## src/rtl/mouse_pkg.sv

```systemverilog
// Shared definitions for the PS/2 mouse step generator: byte-receiver states,
// packet header field positions and accumulator sizing.
package mouse_pkg;

   typedef enum logic [1:0] {
      ST_IDLE   = 2'd0,
      ST_DATA   = 2'd1,
      ST_PARITY = 2'd2,
      ST_STOP   = 2'd3
   } rx_state_t;

   localparam int BTN_BIT  = 0;
   localparam int ONE_BIT  = 3;
   localparam int SIGN_BIT = 4;
   localparam int OVF_BIT  = 6;

   localparam int ACC_W   = 12;
   // Two guard bits so a full 9-bit dx can be added before saturating.
   localparam int ACC_EXT = ACC_W + 2;
   localparam logic signed [ACC_EXT-1:0] ACC_MAX = ACC_EXT'(2**(ACC_W-1) - 1);
   localparam logic signed [ACC_EXT-1:0] ACC_MIN = ~ACC_MAX;

   typedef struct packed {
      logic btn;
      logic sign;
      logic ovf;
   } pkt_hdr_t;

   function automatic logic odd_parity_ok(input logic [7:0] data, input logic par);
      return (^{data, par}) == 1'b1;
   endfunction

endpackage

```

## src/rtl/ps2_rx_byte.sv

```systemverilog
// PS/2 byte receiver: synchronizes the raw bus, frames start/data/parity/stop
// on ps2_clk falling edges and abandons stalled frames after TIMEOUT cycles.
module ps2_rx_byte
   import mouse_pkg::*;
#(
   parameter int TIMEOUT = 50000
) (
   input  logic       CLK,
   input  logic       Rst,
   input  logic       ps2_clk_i,
   input  logic       ps2_data_i,
   output logic [7:0] byte_o,
   output logic       byte_vld_o,
   output logic       byte_err_o,
   output logic       tmo_o
);

   localparam int TW = $clog2(TIMEOUT + 1);
   localparam logic [TW-1:0] TMO_LAST = TW'(TIMEOUT - 1);

   logic [1:0]    clk_sync_q;
   logic [1:0]    data_sync_q;
   logic          clk_prev_q;
   rx_state_t     state_q;
   logic [TW-1:0] tmo_cnt_q;
   logic [7:0]    shift_q;
   logic [2:0]    bit_cnt_q;
   logic          par_ok_q;
   logic [7:0]    byte_q;
   logic          vld_q;
   logic          err_q;
   logic          tmo_q;

   logic fall_s;
   logic din_s;

   assign fall_s = clk_prev_q & ~clk_sync_q[1];
   assign din_s  = data_sync_q[1];

   // Synchronizers, frame FSM and stall timeout; strobes are one cycle wide.
   always_ff @(posedge CLK) begin
      if (Rst) begin
         clk_sync_q  <= 2'b11;
         data_sync_q <= 2'b11;
         clk_prev_q  <= 1'b1;
         state_q     <= ST_IDLE;
         tmo_cnt_q   <= '0;
         shift_q     <= 8'h00;
         bit_cnt_q   <= 3'd0;
         par_ok_q    <= 1'b0;
         byte_q      <= 8'h00;
         vld_q       <= 1'b0;
         err_q       <= 1'b0;
         tmo_q       <= 1'b0;
      end else begin
         clk_sync_q  <= {clk_sync_q[0], ps2_clk_i};
         data_sync_q <= {data_sync_q[0], ps2_data_i};
         clk_prev_q  <= clk_sync_q[1];
         vld_q       <= 1'b0;
         err_q       <= 1'b0;
         tmo_q       <= 1'b0;
         if (state_q != ST_IDLE && !fall_s) begin
            if (tmo_cnt_q == TMO_LAST) begin
               state_q   <= ST_IDLE;
               tmo_cnt_q <= '0;
               tmo_q     <= 1'b1;
            end else begin
               tmo_cnt_q <= tmo_cnt_q + {{(TW-1){1'b0}}, 1'b1};
            end
         end else begin
            tmo_cnt_q <= '0;
            case (state_q)
               ST_IDLE: begin
                  if (fall_s && !din_s) begin
                     state_q   <= ST_DATA;
                     bit_cnt_q <= 3'd0;
                  end else begin
                     state_q <= ST_IDLE;
                  end
               end
               ST_DATA: begin
                  shift_q   <= {din_s, shift_q[7:1]};
                  bit_cnt_q <= bit_cnt_q + 3'd1;
                  if (bit_cnt_q == 3'd7) begin
                     state_q <= ST_PARITY;
                  end else begin
                     state_q <= ST_DATA;
                  end
               end
               ST_PARITY: begin
                  par_ok_q <= odd_parity_ok(shift_q, din_s);
                  state_q  <= ST_STOP;
               end
               ST_STOP: begin
                  if (din_s && par_ok_q) begin
                     byte_q <= shift_q;
                     vld_q  <= 1'b1;
                  end else begin
                     err_q <= 1'b1;
                  end
                  state_q <= ST_IDLE;
               end
               default: begin
                  state_q <= ST_IDLE;
               end
            endcase
         end
      end
   end

   assign byte_o     = byte_q;
   assign byte_vld_o = vld_q;
   assign byte_err_o = err_q;
   assign tmo_o      = tmo_q;

endmodule

```

## src/rtl/mouse_step_gen.sv

```systemverilog
// Turns PS/2 mouse X motion into +1/-1 ship-step pulses (one per DIV counts)
// and tracks the left button as a fire level.
module mouse_step_gen
   import mouse_pkg::*;
#(
   parameter int DIV     = 4,
   parameter int TIMEOUT = 50000
) (
   input  logic CLK,
   input  logic Rst,
   input  logic ps2_clk,
   input  logic ps2_data,
   output logic Sm,
   output logic Rs,
   output logic fire,
   output logic pkt_err
);

   localparam logic signed [ACC_EXT-1:0] DIV_W = ACC_EXT'(DIV);

   logic [7:0] rx_byte_s;
   logic       rx_vld_s;
   logic       rx_err_s;
   logic       rx_tmo_s;

   ps2_rx_byte #(
      .TIMEOUT (TIMEOUT)
   ) u_rx (
      .CLK        (CLK),
      .Rst        (Rst),
      .ps2_clk_i  (ps2_clk),
      .ps2_data_i (ps2_data),
      .byte_o     (rx_byte_s),
      .byte_vld_o (rx_vld_s),
      .byte_err_o (rx_err_s),
      .tmo_o      (rx_tmo_s)
   );

   logic [1:0]               idx_q, idx_d;
   pkt_hdr_t                 hdr_q, hdr_d;
   logic [7:0]               mag_q, mag_d;
   logic                     fire_q, fire_d;
   logic                     err_q, err_d;
   logic                     sm_q, sm_d;
   logic                     rs_q, rs_d;
   logic signed [ACC_W-1:0]  acc_q, acc_d;

   logic                     done_s;
   logic signed [8:0]        dx_s;
   logic signed [ACC_EXT-1:0] dx_ext_s;
   logic signed [ACC_EXT-1:0] sum_s;
   logic signed [ACC_EXT-1:0] sat_s;

   // Packet assembly: header resync on bit3, magnitude capture, completion.
   always_comb begin
      idx_d  = idx_q;
      hdr_d  = hdr_q;
      mag_d  = mag_q;
      err_d  = 1'b0;
      done_s = 1'b0;
      if (rx_err_s) begin
         err_d = 1'b1;
         idx_d = 2'd0;
      end else if (rx_tmo_s) begin
         idx_d = 2'd0;
      end else if (rx_vld_s) begin
         case (idx_q)
            2'd0: begin
               if (rx_byte_s[ONE_BIT]) begin
                  hdr_d.btn  = rx_byte_s[BTN_BIT];
                  hdr_d.sign = rx_byte_s[SIGN_BIT];
                  hdr_d.ovf  = rx_byte_s[OVF_BIT];
                  idx_d      = 2'd1;
               end else begin
                  err_d = 1'b1;
               end
            end
            2'd1: begin
               mag_d = rx_byte_s;
               idx_d = 2'd2;
            end
            2'd2: begin
               done_s = 1'b1;
               idx_d  = 2'd0;
            end
            default: begin
               idx_d = 2'd0;
            end
         endcase
      end else begin
         idx_d = idx_q;
      end
   end

   // Accumulate dx with saturation, then issue at most one step per cycle.
   always_comb begin
      if (hdr_q.ovf) begin
         dx_s = 9'sd0;
      end else begin
         dx_s = {hdr_q.sign, mag_q};
      end
      if (done_s) begin
         dx_ext_s = ACC_EXT'(dx_s);
         fire_d   = hdr_q.btn;
      end else begin
         dx_ext_s = '0;
         fire_d   = fire_q;
      end
      sum_s = ACC_EXT'(acc_q) + dx_ext_s;
      if (sum_s > ACC_MAX) begin
         sat_s = ACC_MAX;
      end else if (sum_s < ACC_MIN) begin
         sat_s = ACC_MIN;
      end else begin
         sat_s = sum_s;
      end
      sm_d  = 1'b0;
      rs_d  = 1'b0;
      acc_d = ACC_W'(sat_s);
      if (sat_s >= DIV_W) begin
         sm_d  = 1'b1;
         acc_d = ACC_W'(sat_s - DIV_W);
      end else if (sat_s <= -DIV_W) begin
         rs_d  = 1'b1;
         acc_d = ACC_W'(sat_s + DIV_W);
      end else begin
         acc_d = ACC_W'(sat_s);
      end
   end

   // State and registered outputs.
   always_ff @(posedge CLK) begin
      if (Rst) begin
         idx_q  <= 2'd0;
         hdr_q  <= '0;
         mag_q  <= 8'h00;
         fire_q <= 1'b0;
         err_q  <= 1'b0;
         sm_q   <= 1'b0;
         rs_q   <= 1'b0;
         acc_q  <= '0;
      end else begin
         idx_q  <= idx_d;
         hdr_q  <= hdr_d;
         mag_q  <= mag_d;
         fire_q <= fire_d;
         err_q  <= err_d;
         sm_q   <= sm_d;
         rs_q   <= rs_d;
         acc_q  <= acc_d;
      end
   end

   assign Sm      = sm_q;
   assign Rs      = rs_q;
   assign fire    = fire_q;
   assign pkt_err = err_q;

endmodule
```

## config.mk

```make
export PLATFORM = sky130hd
export DESIGN_NAME = mouse_step_gen
export DESIGN_NICKNAME = d
export VERILOG_FILES = /design/src/rtl/mouse_pkg.sv /design/src/rtl/ps2_rx_byte.sv /design/src/rtl/mouse_step_gen.sv
export SDC_FILE = /design/constraint.sdc
export NUM_CORES = 1
export LEC_CHECK = 0
export CORE_ASPECT_RATIO = 0.6
export CORE_MARGIN = 1
export CORE_UTILIZATION = 30
export DETAILED_ROUTE_END_ITERATION = 8
export SYNTH_ARGS = -nofsm -noshare
export SYNTH_HDL_FRONTEND = slang
export SYNTH_SLANG_ARGS = --single-unit
```

## constraint.sdc

```tcl
create_clock -name CLK -period 6.95 [get_ports CLK]
set_input_delay 1.39 -clock CLK [delete_from_list [all_inputs] [get_ports CLK]]
set_output_delay 1.39 -clock CLK [all_outputs]
set_load 0.05 [all_outputs]
```

# Word-level counts from Yosys, hierarchy flattened

Cells that the tools add are included.

$add $sub $neg: 5
Muxes and demuxes: 29
Bitwise gates (word level): 6
Order comparisons: 4
Reduce and logical (&&, ||, !) cells: 22
Eq/ne operators: 10

Operators by type and width:

| kind                                                            | count |
|---|---|
| two-way mux 14 bit                                              | 3 |
| two-way mux 12 bit                                              | 2 |
| adder 16 x 1 -> 16 bit, second input constant                   | 1 |
| equality test 16 bit, second input constant                     | 1 |
| two-way mux 1 bit                                               | 15 |
| adder 12 x 14 -> 14 bit                                         | 1 |
| >= comparator 14 x 4 -> 1 bit, second input constant            | 1 |
| greater-than comparator 14 x 12 -> 1 bit, second input constant | 1 |
| less-or-equal comparator 14 x 3 -> 1 bit, second input constant | 1 |
| < comparator 14 x 12 -> 1 bit, second input constant            | 1 |
| adder 12 x 4 -> 12 bit, second input constant                   | 1 |
| subtractor 12 x 4 -> 12 bit, second input constant              | 1 |
| two-way mux 9 bit                                               | 1 |
| OR reduction 3 bit                                              | 3 |
| XOR reduction 9 bit                                             | 1 |
| two-way mux 2 bit                                               | 4 |
| case mux 2 bit (4 select lines)                                 | 1 |
| equality test 2 bit, second input constant                      | 3 |
| case mux 3 bit (2 select lines)                                 | 1 |
| AND reduction 2 bit                                             | 3 |
| AND reduction 3 bit                                             | 2 |
| inverter 1 bit                                                  | 5 |
| AND reduction 5 bit                                             | 1 |
| equality test 2 x 1 -> 1 bit, second input constant             | 2 |
| other kinds (13)                                                | 20 |

Output and inout port bits: 4
Word-level logic and storage cells: 98
Bits of input ports: 4
Flip-flop bits (word level): 75

# Depth between registers and ports, before layout

Depth after elaboration: 13
Gate-level depth with buffers: 25
Gate-level depth less buffers: 24

# Modules after synthesis

Synthesis repeated with hierarchy kept, for this count alone.

Cells, all modules: 499
Area total of the unflattened synthesis: 4324.1 um^2

Modules (own cells, without submodules):

| module         | area an instance (um^2) | sequential area each (um^2) | times used | cells an instance |
|---|---|---|---|---|
| mouse_step_gen | 2389.8                  | 580.6                       | 1          | 294 |
| ps2_rx_byte    | 1934.4                  | 920.9                       | 1          | 205 |

# Least setup slack after synthesis

Ideal clock, no wire load.

Kind: flip-flop to flip-flop
From: register u_rx.tmo_q, in the netlist u_rx.tmo_o
To: register acc_q[5]
Cell stages (with the launch flop): 25
Data required time: 6.812 ns
Path buffers: 2
Setup slack: 1.751 ns
Arrival time: 5.061 ns
Period minus slack after synthesis: 5.199 ns
Library setup time: 0.138 ns
Path through: dfxtp_1 > nor2_1 > nand4b_1 > nor2_1 > and2_1 > ha_1 > buf_2 > a211o_1 > o211ai_1 > o211ai_4 > or3b_1 > nor2b_1 > ha_1 > clkbuf_2 > inv_1 > and2_1 > or2_4 > inv_1 > ha_1 > o211ai_1 > or3_1 > o31ai_4 > nor4_2 > a2111oi_1 > a2111oi_1

Word-level cells in the longest chain between the ends: 10
Elaborated cells between the ends (all ways): 14
Those cells by class: add/sub: 3; order compare: 4; mux: 7

RTL lines:

| what                                                                                      | line                                         | text |
|---|---|---|
| start, declared                                                                           | ps2_rx_byte.sv:32                            | `logic tmo_q;` |
| start signal, assigned                                                                    | ps2_rx_byte.sv:54                            | `tmo_q <= 1'b0;` |
| start signal, assigned                                                                    | ps2_rx_byte.sv:61                            | `tmo_q <= 1'b0;` |
| start signal, assigned                                                                    | ps2_rx_byte.sv:66                            | `tmo_q <= 1'b1;` |
| two-way mux 1 bit (*)                                                                     | mouse_step_gen.sv:64                         | `end else if (rx_tmo_s) begin` |
| two-way mux 1 bit (*)                                                                     | mouse_step_gen.sv:61                         | `if (rx_err_s) begin` |
| two-way mux 14 bit (*)                                                                    | mouse_step_gen.sv:102                        | `if (done_s) begin` |
| adder 12 x 14 -> 14 bit (*)                                                               | mouse_step_gen.sv:109                        | `sum_s = ACC_EXT'(acc_q) + dx_ext_s;` |
| < comparator 14 x 12 -> 1 bit                                                             | mouse_step_gen.sv:112                        | `end else if (sum_s < ACC_MIN) begin` |
| two-way mux 14 bit                                                                        | mouse_step_gen.sv:112                        |  |
| two-way mux 14 bit (*)                                                                    | mouse_step_gen.sv:110                        | `if (sum_s > ACC_MAX) begin` |
| adder 12 x 4 -> 12 bit / less-or-equal comparator 14 x 3 -> 1 bit (equally long branches) | mouse_step_gen.sv:125, mouse_step_gen.sv:123 |  |
| two-way mux 12 bit                                                                        | mouse_step_gen.sv:123                        | `end else if (sat_s <= -DIV_W) begin` |
| two-way mux 12 bit (*)                                                                    | mouse_step_gen.sv:120                        | `if (sat_s >= DIV_W) begin` |
| end signal, assigned                                                                      | mouse_step_gen.sv:141                        | `acc_q <= '0;` |
| end signal, assigned                                                                      | mouse_step_gen.sv:150                        | `acc_q <= acc_d;` |
| end, declared                                                                             | mouse_step_gen.sv:46                         | `logic signed [ACC_W-1:0] acc_q, acc_d;` |

Mark *: on every way between the ends. The rest lies on a longest branch, timed or not.
A chain may end at the register's enable or synchronous reset.

# Final worst setup path

Same ends and word-level chain as after synthesis.

==> impl_metrics.csv <==
group,metric,value,unit
die,design.die.area,14800,um^2
logic_synthesis,synth_edf_count,0,
placement,portBuffers,7,
routing,viasPerCell,5.14,
sta,drv_slew,0,
sta,fmax,157,MHz
power_and_ir_drop,p_switching,0.526,mW
final_layout,stdcell_count,696,
die,rows,33,
placement,gp_congestion,0.937,
min_path,worstHoldPathType,"flop to flop",
placement,dp_cells,680,
die,die_w,157,um
cts,postCtsHoldBufs,0,
sta,hold_violations,0,
cts,post_cts_buffers,0,
final_layout,layout-drive-gt1-share,8.93,%
sta,tns,0,ns
routing,ant_nets,0,
sta,final-setup-viol-count,0,
power_and_ir_drop,swShare,35.4,%
die,coreArea,13800,um^2
worst_setup_path,worst-r2r-cell-count,22,
routing,routed_wl,10100,um
cts,cts_tree,"built",
final_layout,final_common_cell,"dfxtp_1",
routing,vias,3577,
logic_synthesis,syn-num-nets,526,
die,initial_core_util,31.1,%
worst_setup_path,arrival,6.55,ns
final_layout,antenna_cells,0,
final_layout,final_cell_mix,"75 x dfxtp_1, 68 x nor2_1, 46 x nand2_1, 32 x a21oi_1, 25 x mux2i_1",
worst_setup_path,cp_max_fo,17,
power_and_ir_drop,p_int,0.961,mW
worst_setup_path,cpPeakStageDelay,0.65,ns
worst_setup_path,critPathMostFrequentCell,"ha_1",
worst_setup_path,slowest_stage,"ha_1",
cts,htree_levels,3,
cts,path_clk_slew,0.06,ns
worst_setup_path,path_cells,"nor2_1, nand4b_1, nor2_1, and2_1, ha_1, and3_4, a31oi_2, o211ai_4, or3b_1, nor2b_1, ha_1, inv_1, and2_1, or2_4, inv_1, ha_1, o211ai_1, or3_1, o31ai_4, nor4_2, a2111oi_1, a2111oi_1",
min_path,min_path_cells,1,
worst_setup_path,cp.required,7.14,ns
global_route,grt_max_degree,59,
run,max_cap_viol_count,0,
sta,skew,0.00602,ns
final_layout,seq_area,1500,um^2
final_layout,fin_util,34.8,%
sta,period_needed,6.36,ns
logic_synthesis,synth_ff_type,"dfxtp_1",
power_and_ir_drop,pwr-share-seq,31.9,%
sta,whs,0.409,ns
global_route,grt_overflow,0,
cts,root_buffer,"clkbuf_16",
sta,fin_crit_sh,91.5,%
cts,cts.sinks,75,
status,status,"completed",
power_and_ir_drop,peakVddDrop,0.000133,V
final_layout,layout.nets,523,
routing,drt-initial-drc-count,449,
routing,first_pass_iters,5,
logic_synthesis,synthCells,502,
worst_setup_path,cp-end-kind,"flop",
worst_setup_path,critPathKind,"flop to flop",
sta,tightest_slew,0.974,ns
cts,clk_path_buf_depth,2,
placement,hpwl,7480,um
die,die_h,94.7,um
global_route,antenna_found_initial,0,
global_route,grt_pass1_vias,3176,
power_and_ir_drop,cellLeakagePower,1.79,nW
cts,cts_buffers,9,
final_layout,multi_input_area,2630,um^2
sta,max-slew-margin-rel,34.6,%
logic_synthesis,yosysUniqueCellTypes,77,
sta,rsz0062_at_grt,"no",
cts,clock_latency,0.34,ns
cts,post_cts_resized,0,
power_and_ir_drop,clkPwrFrac,33.4,%
logic_synthesis,ys_seq_area_share,34.9,%
logic_synthesis,ys_seq_elements,75,
final_layout,area_growth,12.1,%
die,ios,8,
logic_synthesis,yosys_warnings,0,
routing,wl_per_cell,14.5,um
global_route,grt_usage,14.6,%
logic_synthesis,syn_area,4300,um^2
worst_setup_path,critPathLaunchType,"flop",
power_and_ir_drop,combinationalPowerShare,34.7,%
routing,drc,0,
logic_synthesis,syn_avg_cell_area,8.56,um^2
global_route,grt_pass1_wl,16800,um
final_layout,nFillCells,1401,
power_and_ir_drop,power.density,309,nW/um^2
logic_synthesis,async_flop_share,0,%
[logic make-up after synthesis]
| family | count (synthesis) | share of synthesized area, % |
|---|---|---|
| and+or+nand+nor | 216 | 25.2 |
| buffers and inverters | 35 | 3.84 |
| AOI/OAI and AO/OA | 98 | 17.4 |
| adders and majority gates | 20 | 6.00 |
| xor gates and xnor gates | 30 | 6.11 |
| DFF | 75 | 34.9 |
| muxes | 28 | 6.61 |
[worst max-delay path: cells and delay by family (launching register included)]
kind,cells,cell delay [ns]
adders and majority gates,3,1.23
AOI/OAI and AO/OA,6,1.42
buffers and inverters,2,0.35
DFF,1,0.33
and+or+nand+nor,11,2.86
[registers in the layout, indices dropped and copies added (netlist names), 2 cells and up]
| name | count |
|---|---|
| u_rx.tmo_cnt_q | 16 |
| acc_q | 12 |
| mag_q | 8 |
| u_rx.byte_o | 8 |
| u_rx.shift_q | 8 |
| hdr_q | 3 |
| u_rx.bit_cnt_q | 3 |
| idx_q | 2 |
| u_rx.clk_sync_q | 2 |
| u_rx.data_sync_q | 2 |
| u_rx.state_q | 2 |
[routing by layer]
metal	GRT usage, %	part of all wire [%]
met1	22.2	55
met2	19.2	37
met3	4.27	6.9
met4	4.41	1.5
met5	0	0
[synthesized netlist by cell type (all sizes together) (8+ instances only)]
| cell type | number | area (um^2) |
|---|---|---|
| and3 | 12 | 80.1 |
| clkbuf | 13 | 51.3 |
| ha | 19 | 238 |
| nor4 | 8 | 56.3 |
| a21oi | 32 | 160 |
| xor2 | 15 | 131 |
| dfxtp | 75 | 1500 |
| nor2 | 68 | 255 |
| nor3 | 14 | 70.1 |
| o21ai | 15 | 78.8 |
| xnor2 | 15 | 131 |
| inv | 12 | 45.0 |
| nand4 | 9 | 62.6 |
| buf | 10 | 68.8 |
| nand2 | 46 | 173 |
| and2 | 12 | 77.6 |
| nand3 | 12 | 60.1 |
| nor2b | 8 | 50.1 |
| mux2i | 25 | 250 |
[metrics by stage]
step	power (mW)	setup slack [ns]	cell area, um^2
2_1_floorplan	0.883	1.75	4300
3_3_place_gp	0.979	0.961	4500
3_5_place_dp	0.984	0.699	4500
4_1_cts	1.49	0.672	4820
5_1_grt	1.56	0.127	4820
6_report	1.49	0.590	4820
[worst paths after layout]
| path | end | start | slack (ns) |
|---|---|---|---|
| worst max-delay path | acc_q[5]$_SDFF_PP0_ | u_rx.tmo_o$_SDFF_PP0_ | 0.59 |
| worst min-delay path | u_rx.data_sync_q[1]$_SDFF_PP1_ | u_rx.data_sync_q[0]$_SDFF_PP1_ | 0.41 |
| worst max register to register | acc_q[5]$_SDFF_PP0_ | u_rx.tmo_o$_SDFF_PP0_ | 0.59 |
| worst min register to register | u_rx.data_sync_q[1]$_SDFF_PP1_ | u_rx.data_sync_q[0]$_SDFF_PP1_ | 0.41 |
[power groups by stage]
stage	registers (mW)	clock network (mW)	logic, mW
floorplan	0.490	0	0.393
global placement	0.486	0	0.493
detailed placement	0.483	0	0.501
CTS	0.474	0.509	0.504
global route	0.477	0.526	0.560
finish	0.475	0.497	0.516
[cell type report]
type / count / area share (%)
clock inverters: 7 / 1.92
flip-flops and latches: 75 / 31.2
well taps: 192 / 4.99
clock buffers: 9 / 4.68
multi-input cells: 392 / 54.6
inverters: 12 / 0.935
repair buffers: 9 / 1.66
No activity file was read; power rests on OpenSTA's default activity.
